File: config.mk
export PLATFORM = sky130hd
export DESIGN_NAME = mips_bus_arbiter
export DESIGN_NICKNAME = d
export VERILOG_FILES = /design/src/rtl/mips_bus_pkg.sv /design/src/rtl/mips_bus_mux.sv /design/src/rtl/mips_bus_arbiter.sv
export SDC_FILE = /design/constraint.sdc
export NUM_CORES = 1
export LEC_CHECK = 0
export ABC_AREA = 1
export CORE_AREA = 5 5 118 120
export DETAILED_ROUTE_END_ITERATION = 7
export DIE_AREA = 0 0 123 125
export PLACE_DENSITY = 0.75
export SLEW_MARGIN = 20
export SYNTH_ARGS = -nofsm -noshare
export SYNTH_HDL_FRONTEND = slang
export SYNTH_HIERARCHICAL = 1
export SYNTH_SLANG_ARGS = --single-unit
export TNS_END_PERCENT = 100
File: constraint.sdc
create_clock -name clk -period 2.8 [get_ports clk]
set_input_delay 0.56 -clock clk [delete_from_list [all_inputs] [get_ports clk]]
set_output_delay 0.56 -clock clk [all_outputs]
set_load 0.05 [all_outputs]
File: src/rtl/mips_bus_pkg.sv
// Shared types and constants for the MIPS bus arbiter and its benches.
package mips_bus_pkg;

    localparam int unsigned ADDR_W_DEF = 32;
    localparam int unsigned DATA_W_DEF = 32;

    // Boot address of the CPU; benches use it as a realistic first fetch.
    localparam logic [31:0] RESET_VECTOR = 32'hBFC0_0000;

    // Encoding doubles as the one-hot grant vector.
    typedef enum logic [1:0] {
        IDLE = 2'b00,
        OWN0 = 2'b01,
        OWN1 = 2'b10
    } arb_state_t;

    // Selects the next owner from the live requests and the tie-break choice.
    function automatic arb_state_t arb_pick(input logic r0, input logic r1, input logic tie_m0);
        if (r0 && r1) return tie_m0 ? OWN0 : OWN1;
        if (r1)       return OWN1;
        if (r0)       return OWN0;
        return IDLE;
    endfunction

endpackage

File: src/rtl/mips_bus_mux.sv
// Steers the granted master's bus fields onto the slave bus; zeros when idle.
module mips_bus_mux #(
    parameter int unsigned ADDR_W = 32,
    parameter int unsigned DATA_W = 32
) (
    input  logic [1:0]          grant,
    input  logic [ADDR_W-1:0]   m0_address,
    input  logic                m0_read,
    input  logic                m0_write,
    input  logic [DATA_W/8-1:0] m0_byteenable,
    input  logic [DATA_W-1:0]   m0_writedata,
    input  logic [ADDR_W-1:0]   m1_address,
    input  logic                m1_read,
    input  logic                m1_write,
    input  logic [DATA_W/8-1:0] m1_byteenable,
    input  logic [DATA_W-1:0]   m1_writedata,
    output logic [ADDR_W-1:0]   s_address,
    output logic                s_read,
    output logic                s_write,
    output logic [DATA_W/8-1:0] s_byteenable,
    output logic [DATA_W-1:0]   s_writedata
);

    // Grant-selected field mux; a simultaneous read+write goes out as a write only.
    always_comb begin
        s_address    = '0;
        s_read       = 1'b0;
        s_write      = 1'b0;
        s_byteenable = '0;
        s_writedata  = '0;
        case (grant)
            2'b01: begin
                s_address    = m0_address;
                s_read       = m0_read & ~m0_write;
                s_write      = m0_write;
                s_byteenable = m0_byteenable;
                s_writedata  = m0_writedata;
            end
            2'b10: begin
                s_address    = m1_address;
                s_read       = m1_read & ~m1_write;
                s_write      = m1_write;
                s_byteenable = m1_byteenable;
                s_writedata  = m1_writedata;
            end
            default: ;
        endcase
    end

endmodule

File: src/rtl/mips_bus_arbiter.sv
// Two-master arbiter (instruction fetch = m0, data = m1) for the shared memory bus.
// Define ARB_ROUND_ROBIN_EN for round-robin tie-break; default is fixed priority to m1.
module mips_bus_arbiter
    import mips_bus_pkg::*;
#(
    parameter int unsigned ADDR_W = ADDR_W_DEF,
    parameter int unsigned DATA_W = DATA_W_DEF
) (
    input  logic                clk,
    input  logic                reset,
    input  logic [ADDR_W-1:0]   m0_address,
    input  logic                m0_read,
    input  logic                m0_write,
    input  logic [DATA_W/8-1:0] m0_byteenable,
    input  logic [DATA_W-1:0]   m0_writedata,
    output logic                m0_waitrequest,
    output logic [DATA_W-1:0]   m0_readdata,
    input  logic [ADDR_W-1:0]   m1_address,
    input  logic                m1_read,
    input  logic                m1_write,
    input  logic [DATA_W/8-1:0] m1_byteenable,
    input  logic [DATA_W-1:0]   m1_writedata,
    output logic                m1_waitrequest,
    output logic [DATA_W-1:0]   m1_readdata,
    output logic [ADDR_W-1:0]   s_address,
    output logic                s_read,
    output logic                s_write,
    output logic [DATA_W/8-1:0] s_byteenable,
    output logic [DATA_W-1:0]   s_writedata,
    input  logic                s_waitrequest,
    input  logic [DATA_W-1:0]   s_readdata,
    output logic [1:0]          grant
);

    arb_state_t state;
    arb_state_t next_state;
    logic       m0_req;
    logic       m1_req;
    logic       done0;
    logic       done1;
    logic       tie_m0;

    assign m0_req = m0_read | m0_write;
    assign m1_req = m1_read | m1_write;
    assign done0  = (state == OWN0) & m0_req & ~s_waitrequest;
    assign done1  = (state == OWN1) & m1_req & ~s_waitrequest;
    assign grant  = 2'(state);

`ifdef ARB_ROUND_ROBIN_EN
    logic last_m1;

    // Remember which master completed last; the other one wins the next tie.
    always_ff @(posedge clk or posedge reset) begin
        if (reset)      last_m1 <= 1'b1;
        else if (done0) last_m1 <= 1'b0;
        else if (done1) last_m1 <= 1'b1;
    end

    assign tie_m0 = done1 | (~done0 & last_m1);
`else
    assign tie_m0 = 1'b0;
`endif

    // State register.
    always_ff @(posedge clk or posedge reset) begin
        if (reset) state <= IDLE;
        else       state <= next_state;
    end

    // Next owner: arbitrate from IDLE or on completion, abort to IDLE on a dropped request.
    always_comb begin
        next_state = state;
        case (state)
            IDLE: next_state = arb_pick(m0_req, m1_req, tie_m0);
            OWN0: begin
                if (!m0_req)             next_state = IDLE;
                else if (!s_waitrequest) next_state = arb_pick(m0_req, m1_req, tie_m0);
            end
            OWN1: begin
                if (!m1_req)             next_state = IDLE;
                else if (!s_waitrequest) next_state = arb_pick(m0_req, m1_req, tie_m0);
            end
            default: next_state = IDLE;
        endcase
    end

    // Stall every master except the owner during a slave-ready cycle.
    always_comb begin
        m0_waitrequest = 1'b1;
        m1_waitrequest = 1'b1;
        if (state == OWN0 && !s_waitrequest) m0_waitrequest = 1'b0;
        if (state == OWN1 && !s_waitrequest) m1_waitrequest = 1'b0;
    end

    // Capture read data for the completing owner only; writes leave it untouched.
    always_ff @(posedge clk or posedge reset) begin
        if (reset) begin
            m0_readdata <= '0;
            m1_readdata <= '0;
        end else begin
            if (done0 && m0_read && !m0_write) m0_readdata <= s_readdata;
            if (done1 && m1_read && !m1_write) m1_readdata <= s_readdata;
        end
    end

    mips_bus_mux #(
        .ADDR_W (ADDR_W),
        .DATA_W (DATA_W)
    ) u_mux (
        .grant         (grant),
        .m0_address    (m0_address),
        .m0_read       (m0_read),
        .m0_write      (m0_write),
        .m0_byteenable (m0_byteenable),
        .m0_writedata  (m0_writedata),
        .m1_address    (m1_address),
        .m1_read       (m1_read),
        .m1_write      (m1_write),
        .m1_byteenable (m1_byteenable),
        .m1_writedata  (m1_writedata),
        .s_address     (s_address),
        .s_read        (s_read),
        .s_write       (s_write),
        .s_byteenable  (s_byteenable),
        .s_writedata   (s_writedata)
    );

endmodule

# Word-level counts from Yosys, hierarchy flattened
# Cells that the tools add are included.
[classes] eq_ne=4 muxes=57 n_bitwise=11 n_reduce_logical=12
[op_table] op="$pmux W32 S2" n=2
[op_table] op="$mux W1" n=35
[op_table] op="$mux W2" n=16
[op_table] op="$pmux W4 S2" n=1
[op_table] op="$logic_and A1 B1 Y1" n=7
[op_table] op="$and A1 B1 Y1" n=6
[op_table] op="$ne A3 B3 Y1 const B" n=2
[op_table] op="$pmux W2 S3" n=1
[op_table] op="$pmux W1 S2" n=2
[op_table] op="$logic_not A1 Y1" n=3
[op_table] op="$not A1 Y1" n=3
[op_table] op="$eq A2 B1 Y1 const B" n=1
[op_table] op="$eq A2 B2 Y1 const B" n=1
[op_table] op="$logic_not A2 Y1" n=1
[op_table] op="$or A1 B1 Y1" n=2
[op_table] op="$reduce_and A2 Y1" n=1
[totals] ff_bits=66 out_inout_bits=138

# Depth between registers and ports, before layout
# Gate-level depths: netlist (run 1).
[depth] ltp_word=21 mapped_depth=7 mapped_depth_nobuf=7

# By module
# Netlist (run 1), hierarchy kept.
[by_module_without_submodules] module="mips_bus_arbiter" n_inst=1 cells_each=270 area_each_um2=2840.2 seq_area_each_um2=1651.6
[by_module_without_submodules] module="mips_bus_mux" n_inst=1 cells_each=240 area_each_um2=1152.4 seq_area_each_um2=0.0

# Worst setup path after synthesis (run 1)
# Ideal clock, no wire load.
[synth_timing] kind="reg2out" startpoint="reg state[0], in the netlist grant[0]" endpoint="out s_address[25]" t_arrival_ns=2.202 slack_ns=0.038 stages_incl_launch_ff=6 cell_sequence="dfrtp_1 -> inv_1 -> ha_1 -> buf_2 -> buf_2 -> a21oi_1"
[synth_via] elab_chain_cells=2 elab_cells_between_ends=3
[synth_rtl] element="start: declaration" line_no="mips_bus_arbiter.sv:35" source="arb_state_t state;"
[synth_rtl] element="start signal: assignment" line_no="mips_bus_arbiter.sv:67" source="else state <= next_state;"
[synth_rtl] element="$eq A2 B2 Y1 / $eq A2 B1 Y1 (equally long branches)" line_no="mips_bus_mux.sv:31" source="case (grant)"
[synth_rtl] element="$pmux W32 S2 *" line_no="mips_bus_mux.sv:31"
[synth_rtl] element="end: declaration" line_no="mips_bus_arbiter.sv:25" source="output logic [ADDR_W-1:0] s_address,"
# Every way passes the cells marked *; elsewhere a longest branch is shown, timed or not.

# Worst setup path after layout (run 1)
[layout_timing] startpoint="reg state[0], in the netlist grant[0]" endpoint="out s_address[8]"
# Same word-level chain as after synthesis.

==> Implementation_results.wiki, run 1 <==
{| class="wikitable"
! Metric !! Value
|-
| Endpoints failing setup || 0
|-
| Global-route wire length before repair || 25600 µm
|-
| Asr flop ratio synth || 100%
|-
| Critical path start-end classification || reg -> out
|-
| DPL Wire Length || 14100 µm
|-
| Met2 routing resource usage after global routing || 35.4%
|-
| Combined area of the multi-input logic cells || 1820 µm²
|-
| Max-capacitance violation count || 0
|-
| Number of nets still failing antenna checks after routing || 0
|-
| Kind of launch point of the worst setup path || flip-flop
|-
| Dominant combinational cell family by area after synthesis || simple AND/OR/NAND/NOR gates
|-
| Final Hold Viols || 0
|-
| Fraction of layout instances using a drive strength above 1 || 19.7%
|-
| Post-synthesis xor/xnor area fraction || 0%
|-
| Largest net degree at the start of global routing || 71
|-
| Count of boundary I/O pins || 313
|-
| Post-Syn Nets || 687
|-
| Period minus WS final || 2.64 ns
|-
| Starting density of the core || 31.0%
|-
| Die width || 123 µm
|-
| Utilization after layout || 62.3%
|-
| Total number of clock tree sinks || 66
|-
| Complex-gate fraction of the synthesized area || 22.0%
|-
| Number of H-tree branching levels || 3
|-
| Pins over their slew limit || 0
|-
| Dominant register cell in the synthesized netlist || dfrtp_1
|-
| Maximum root-to-sink buffer count || 2
|-
| Portion of the clock cycle consumed by the worst path in the final layout || 94.3%
|-
| Diodes inserted || 0
|-
| Max transition margin || 62.8%
|-
| Detailed Routing Iterations Pass 1 || 6
|-
| Multiplexer share of the synthesized area || 0%
|-
| Worst hold-check path type || reg -> reg
|-
| Final wirelength || 17600 µm
|-
| Clock-pin slew on the worst setup and hold paths || 0.06 ns
|-
| DR WL/cell || 17.8 µm
|-
| CTS Root Cell || clkbuf_16
|-
| Peak-usage layer in the global routing report || met2
|-
| Layout net count || 983
|-
| Met3 routing resource usage after global routing || 9.49%
|-
| # port buffers || 312
|-
| Via Count || 4406
|-
| Total die area || 15400 µm²
|-
| Gate Count Post-Synth || 510
|-
| Skew-Pair Late Insertion Delay || 0.33 ns
|-
| Antenna violations before repair || 0
|-
| TritonCTS clock tree || built
|-
| Fillers || 1073
|-
| Highest ir drop seen on vdd || 0.000564 V
|-
| Grt total ovfl || 0
|-
| Drt first-iter violations || 201
|-
| Cell count of the worst reg-to-reg path || 6
|-
| Via count of the first global-routing pass || 4365
|-
| Largest fanout of any net on the critical path || 26
|-
| Layout overhead on the synthesized area || 101%
|-
| Sort of element at the end of the critical path || output pin
|-
| Cell variety after synth || 19
|-
| GRT Resource Usage Total || 22.0%
|-
| Number of synthesized flops with an enable pin || 0
|-
| Yosys warnings || 6
|-
| Worst Clk Skew || 0.00422 ns
|-
| Synthesized area || 3990 µm²
|-
| Post-synthesis average cell area || 7.83 µm²
|-
| Static leakage || 3.51 nW
|-
| Power density relative to cell area || 702 nW/µm²
|-
| WHS Path Cells || 2
|-
| Final total negative setup slack || 0 ns
|-
| Seq cells post-synth || 66
|-
| Arrival time of data at the critical path endpoint || 2.08 ns
|-
| Die Span Y || 125 µm
|-
| Met1 capacity usage during global routing || 26.1%
|-
| Total number of placement rows || 42
|-
| Synthesized-area fraction occupied by and/or/nand/nor cells || 22.5%
|-
| Core outline area || 12900 µm²
|-
| Adder-cell share of the synthesized area || 0.627%
|-
| Remaining DRCs || 0
|-
| Highest Clock Rate || 379 MHz
|-
| Area taken by flip-flops and latches || 1650 µm²
|-
| Setup repair after global routing missed its margin || false
|-
| Global placement routability congestion || 0.928
|-
| Required time of the critical path || 2.24 ns
|-
| Worst-Margin Slew || 0.557 ns
|-
| Overall power consumption || 5.63 mW
|-
| Number of buffers inserted during clock tree synthesis || 9
|-
| Run status || finished, final reports clean
|-
| Mean number of vias per cell || 4.46
|-
| Proportion of synthesized chip area in sequential cells || 41.4%
|}
==> cells in the mapped netlist, types with 3 or more instances <==
cell     count  area share (%)
buf_6       26             7.3
a21oi_1     70             8.8
dfrtp_1     66              41
o21ai_1     12             1.5
buf_2        8             1.0
nand3_1      3            0.38
nand2_1    212              20
o21ai_2     52              11
inv_1       45             4.2
==> cell families (layout without fill, tap and decap cells) <==
kind of cell / after synthesis / in the layout
DFF: 66 / 66
and+or+nand+nor: 223 / 223
buffers and inverters: 83 / 384
adders and majority gates: 2 / 2
AOI/OAI and AO/OA: 136 / 136
==> critical path: stages (launching register included) <==
cell and delay [ns]:
dfrtp_1 0.51, inv_1 0.13, ha_4 0.36, buf_12 0.20, a21oi_1 0.35, buf_12 0.19
==> layout by cell type (no fill, tap or decap), types with 9 or more instances in the layout <==
master,n
clkdlybuf4s50_1,240
nand2_1,212
a21oi_1,70
dfrtp_1,66
buf_12,65
o21ai_2,52
inv_1,44
buf_4,16
o21ai_1,12
clkbuf_16,9
==> report_power, final <==
part           total [mW]  switching [mW]  internal (mW)
Combinational        3.17            1.93           1.24
Clock                1.23           0.438          0.788
Sequential           1.24           0.104           1.13
==> metrics by stage <==
step                area [µm²]  setup WS, ns  hold WS [ns]  std cells
floorplan                 3990        0.0379         0.705        510
global placement          7680         0.397         0.464        971
detailed placement        7680         0.383         0.467        971
CTS                       8010        0.0133         0.481        987
global route              8020        0.0456         0.499        987
finish                    8020         0.159         0.477        987
==> what timing repair did <==
item                                    in CTS  in global routing
endpoints found under the setup margin       0                 23
setup buffers                                0                  0
hold buffers                                 0                  0
resized for setup                            0                  1
==> path summary, 6_finish.rpt <==
path                           startpoint               to  slack (ns)
hold reg to reg            m1_readdata[7]   m1_readdata[7]        0.48
setup reg to reg                 grant[1]   m1_readdata[2]        1.05
min in group asynchronous           reset   m0_readdata[8]        0.62
hold / removal             m1_readdata[7]   m1_readdata[7]        0.48
max in group asynchronous           reset  m0_readdata[27]        1.91
setup / recovery                 grant[0]     s_address[8]        0.16
==> registers in the layout (all words and copies together), names as in the netlist <==
signal and flops:
m1_readdata 32, grant 2, m0_readdata 32
==> metal layers <==
| layer | up-vias | share of wire, % | routed length, µm |
|---|---|---|---|
| met2 | 205 | 47 | 8180 |
| li1 | 2204 | - | - |
| met5 | - | 0 | 0 |
| met4 | 0 | 3.1 | 546 |
| met1 | 1970 | 38 | 6640 |
| met3 | 27 | 13 | 2200 |
==> layout make-up <==
cell class | count | area share (%)
clock inverters | 7 | 1.26
flip-flops and latches | 66 | 20.6
inverters | 47 | 2.20
clock buffers | 9 | 2.81
multi-input cells | 361 | 22.7
well taps | 176 | 2.75
repair buffers | 321 | 47.7
(Power assumes the default switching activity.)
==> run 2: changes to the inputs <==
--- a/config.mk
+++ b/config.mk
@@ -10,6 +10,7 @@
 export DETAILED_ROUTE_END_ITERATION = 7
 export DIE_AREA = 0 0 123 125
 export PLACE_DENSITY = 0.75
+export REMOVE_ABC_BUFFERS = 1
 export SLEW_MARGIN = 20
 export SYNTH_ARGS = -nofsm -noshare
 export SYNTH_HDL_FRONTEND = slang
==> run 2 against run 1 <==
Setup slack better by 0.011 ns. Sequential power is essentially flat. Die area stayed put. Sequential share of layout area down 0.43 points. Sequential cell count unchanged. Via count increased by 2.1%. Non-clock buffer count is 5 higher. Largest cell class unchanged. Highest routed layer is now met5.
==> Implementation_results.wiki, run 2 (synthesized netlist as in run 1, its figures left out) <==
{| class="wikitable"
! Metric !! Value
|-
| Run status || finished, final reports clean (unchanged)
|-
| Via Count || 4498 (was 4406)
|-
| Power density relative to cell area || 686 nW/µm² (was 702 nW/µm²)
|-
| Via count of the first global-routing pass || 4648 (was 4365)
|-
| Met3 wire length || 2210 µm (was 2200 µm)
|-
| Detail Route met2 WL || 8490 µm (was 8180 µm)
|-
| Fraction of layout instances using a drive strength above 1 || 20.3% (was 19.7%)
|-
| DR WL/cell || 17.8 µm (about the same)
|-
| Highest Clock Rate || 380 MHz (was 379 MHz)
|-
| Die Span Y || 125 µm (unchanged)
|-
| Static leakage || 3.56 nW (was 3.51 nW)
|-
| Fillers || 1047 (was 1073)
|-
| Leading cell types in the layout, fill and taps excluded || clkdlybuf4s50_1 (240), nand2_1 (212), buf_12 (77) (was clkdlybuf4s50_1 (240), nand2_1 (212), a21oi_1 (70))
|-
| Maximum root-to-sink buffer count || 2 (unchanged)
|-
| Period minus WS final || 2.63 ns (was 2.64 ns)
|-
| Die width || 123 µm (unchanged)
|-
| Critical path start-end classification || reg -> out (unchanged)
|-
| Antenna violations before repair || 3 (was 0)
|-
| Detailed Routing Iterations Pass 1 || 5 (was 6)
|-
| DPL Wire Length || 14400 µm (was 14100 µm)
|-
| GRT Resource Usage Total || 22.3% (was 22.0%)
|-
| TritonCTS clock tree || built (unchanged)
|-
| Drt first-iter violations || 209 (was 201)
|-
| Worst path cell trace || inv_1 -> ha_2 -> buf_4 -> nand2_1 -> a21oi_1 -> buf_12 (was inv_1 -> ha_4 -> buf_12 -> a21oi_1 -> buf_12)
|-
| Combined area of the multi-input logic cells || 1820 µm² (about the same)
|-
| Delay contributed by the slowest stage of the critical path || 0.49 ns (was 0.51 ns)
|-
| Number of nets still failing antenna checks after routing || 0 (unchanged)
|-
| Max-capacitance violation count || 0 (unchanged)
|-
| # port buffers || 312 (unchanged)
|-
| Final Instance Area || 8190 µm² (was 8020 µm²)
|-
| Worst-Margin Slew || 0.559 ns (was 0.557 ns)
|-
| Most frequent standard cell in the layout excluding fill and tap cells || clkdlybuf4s50_1 (unchanged)
|-
| Fraction of power spent switching nets || 44.0% (was 43.9%)
|-
| Total number of clock tree sinks || 66 (unchanged)
|-
| Required time of the critical path || 2.24 ns (about the same)
|-
| Global-route wire length before repair || 26200 µm (was 25600 µm)
|-
| Gates resized, CTS repair || 0 (unchanged)
|-
| Final wirelength || 17600 µm (about the same)
|-
| Number of buffers inserted during clock tree synthesis || 9 (unchanged)
|-
| Layout overhead on the synthesized area || 105% (was 101%)
|-
| Placed instance area || 7870 µm² (was 7680 µm²)
|-
| Final total negative setup slack || 0 ns (unchanged)
|-
| Count of boundary I/O pins || 313 (unchanged)
|-
| Worst Clk Skew || 0.00499 ns (was 0.00422 ns)
|-
| Worst hold-check path type || reg -> reg (unchanged)
|-
| Number of H-tree branching levels || 3 (unchanged)
|-
| Grt total ovfl || 0 (unchanged)
|-
| Tightest hold margin || 0.477 ns (about the same)
|-
| Kind of launch point of the worst setup path || flip-flop (unchanged)
|-
| Mean number of vias per cell || 4.53 (was 4.46)
|-
| Worst-path cell with the longest stage delay || dfrtp_1 (unchanged)
|-
| Layout net count || 988 (was 983)
|-
| Setup bufs post-CTS || 0 (unchanged)
|-
| Highest ir drop seen on vdd || 0.000614 V (was 0.000564 V)
|-
| Clock-pin slew on the worst setup and hold paths || 0.06 ns (about the same)
|-
| Arrival time of data at the critical path endpoint || 2.07 ns (was 2.08 ns)
|-
| Power spent charging and discharging nets || 2.47 mW (about the same)
|-
| Sort of element at the end of the critical path || output pin (unchanged)
|-
| Starting density of the core || 31.0% (unchanged)
|-
| Remaining DRCs || 0 (unchanged)
|-
| Combinational Power Share || 57.9% (was 56.3%)
|-
| Max transition margin || 62.6% (was 62.8%)
|-
| Area taken by flip-flops and latches || 1650 µm² (unchanged)
|-
| Power share of the sequential group || 22.0% (was 21.9%)
|-
| Wl on met1 || 6290 µm (was 6640 µm)
|-
| Top layer reached by signal wires || met5 (was met4)
|-
| Overall power consumption || 5.62 mW (was 5.63 mW)
|-
| Global placement routability congestion || 0.876 (was 0.928)
|-
| CTS Root Cell || clkbuf_16 (unchanged)
|-
| Core outline area || 12900 µm² (unchanged)
|-
| Portion of the clock cycle consumed by the worst path in the final layout || 93.9% (was 94.3%)
|-
| Final Hold Viols || 0 (unchanged)
|-
| Endpoints failing setup || 0 (unchanged)
|-
| Pins over their slew limit || 0 (unchanged)
|-
| Skew-Pair Late Insertion Delay || 0.33 ns (about the same)
|-
| Largest fanout of any net on the critical path || 16 (was 26)
|-
| Internal Dissipation || 3.15 mW (was 3.16 mW)
|-
| Total die area || 15400 µm² (unchanged)
|-
| Total number of placement rows || 42 (unchanged)
|-
| Largest net degree at the start of global routing || 49 (was 71)
|-
| Setup repair after global routing missed its margin || false (unchanged)
|-
| Hold buffer count at CTS || 0 (unchanged)
|-
| Utilization after layout || 63.6% (was 62.3%)
|-
| Clock power frac || 20.1% (was 21.8%)
|}
-- run 2: cell count changes in the layout (fill, tap and decap cells not counted), sizes merged --
cell / change
clkinvlp: +1
diode: +1
buf: +5
bufinv: -1
-- run 2: critical path, delay by kind of cell (launching register included) --
| family | cells | cell delay (ns) |
|---|---|---|
| flops | 1 | 0.49 |
| buf+inv | 3 | 0.56 |
| fa+ha+maj | 1 | 0.31 |
| simple gates | 1 | 0.09 |
| compound gates | 1 | 0.28 |
-- run 2: area by class of cell --
cell class,instances,area share (%)
inverters,47,2.15
well taps,176,2.69
diodes,1,0.0306
clock inverters,7,0.932
repair buffers,326,49.0
flip-flops and latches,66,20.2
clock buffers,9,2.75
multi-input cells,361,22.3
-- run 2: stage by stage --
| step | instances | setup WS [ns] |
|---|---|---|
| 2_1_floorplan | 474 | -0.804 |
| 3_3_place_gp | 976 | 0.465 |
| 3_5_place_dp | 976 | 0.439 |
| 4_1_cts | 992 | 0.0477 |
| 5_1_grt | 993 | 0.00112 |
| 6_report | 993 | 0.171 |
-- run 2: power by group through the flow --
stage                     logic [mW]  registers (mW)  clock network, mW
after global placement          3.25            1.24                  0
after global routing            3.39            1.26               1.19
after detailed placement        3.26            1.25                  0
after floorplan                 1.06            1.87                  0
final                           3.25            1.24               1.13
after CTS                       3.28            1.24               1.15
-- run 2: per-layer routing --
metal  vias to the layer above  GRT usage, %
met4                         4          9.64
met2                       203          37.4
met3                        38          9.71
met1                      2039          24.3
met5                         -             0
li1                       2214             -
-- run 2: final timing paths --
path / from / to / slack, ns / cells past startpoint
worst max register to register: grant[0] / m0_readdata[12] / 1.11 / 6
worst min register to register: m0_readdata[5] / m0_readdata[5] / 0.48 / 2
worst max-delay path: grant[0] / s_address[12] / 0.17 / 6
max in group asynchronous: reset / m1_readdata[5] / 1.58 / 3
min in group asynchronous: reset / m1_readdata[30] / 0.61 / 2
worst min-delay path: m0_readdata[5] / m0_readdata[5] / 0.48 / 2
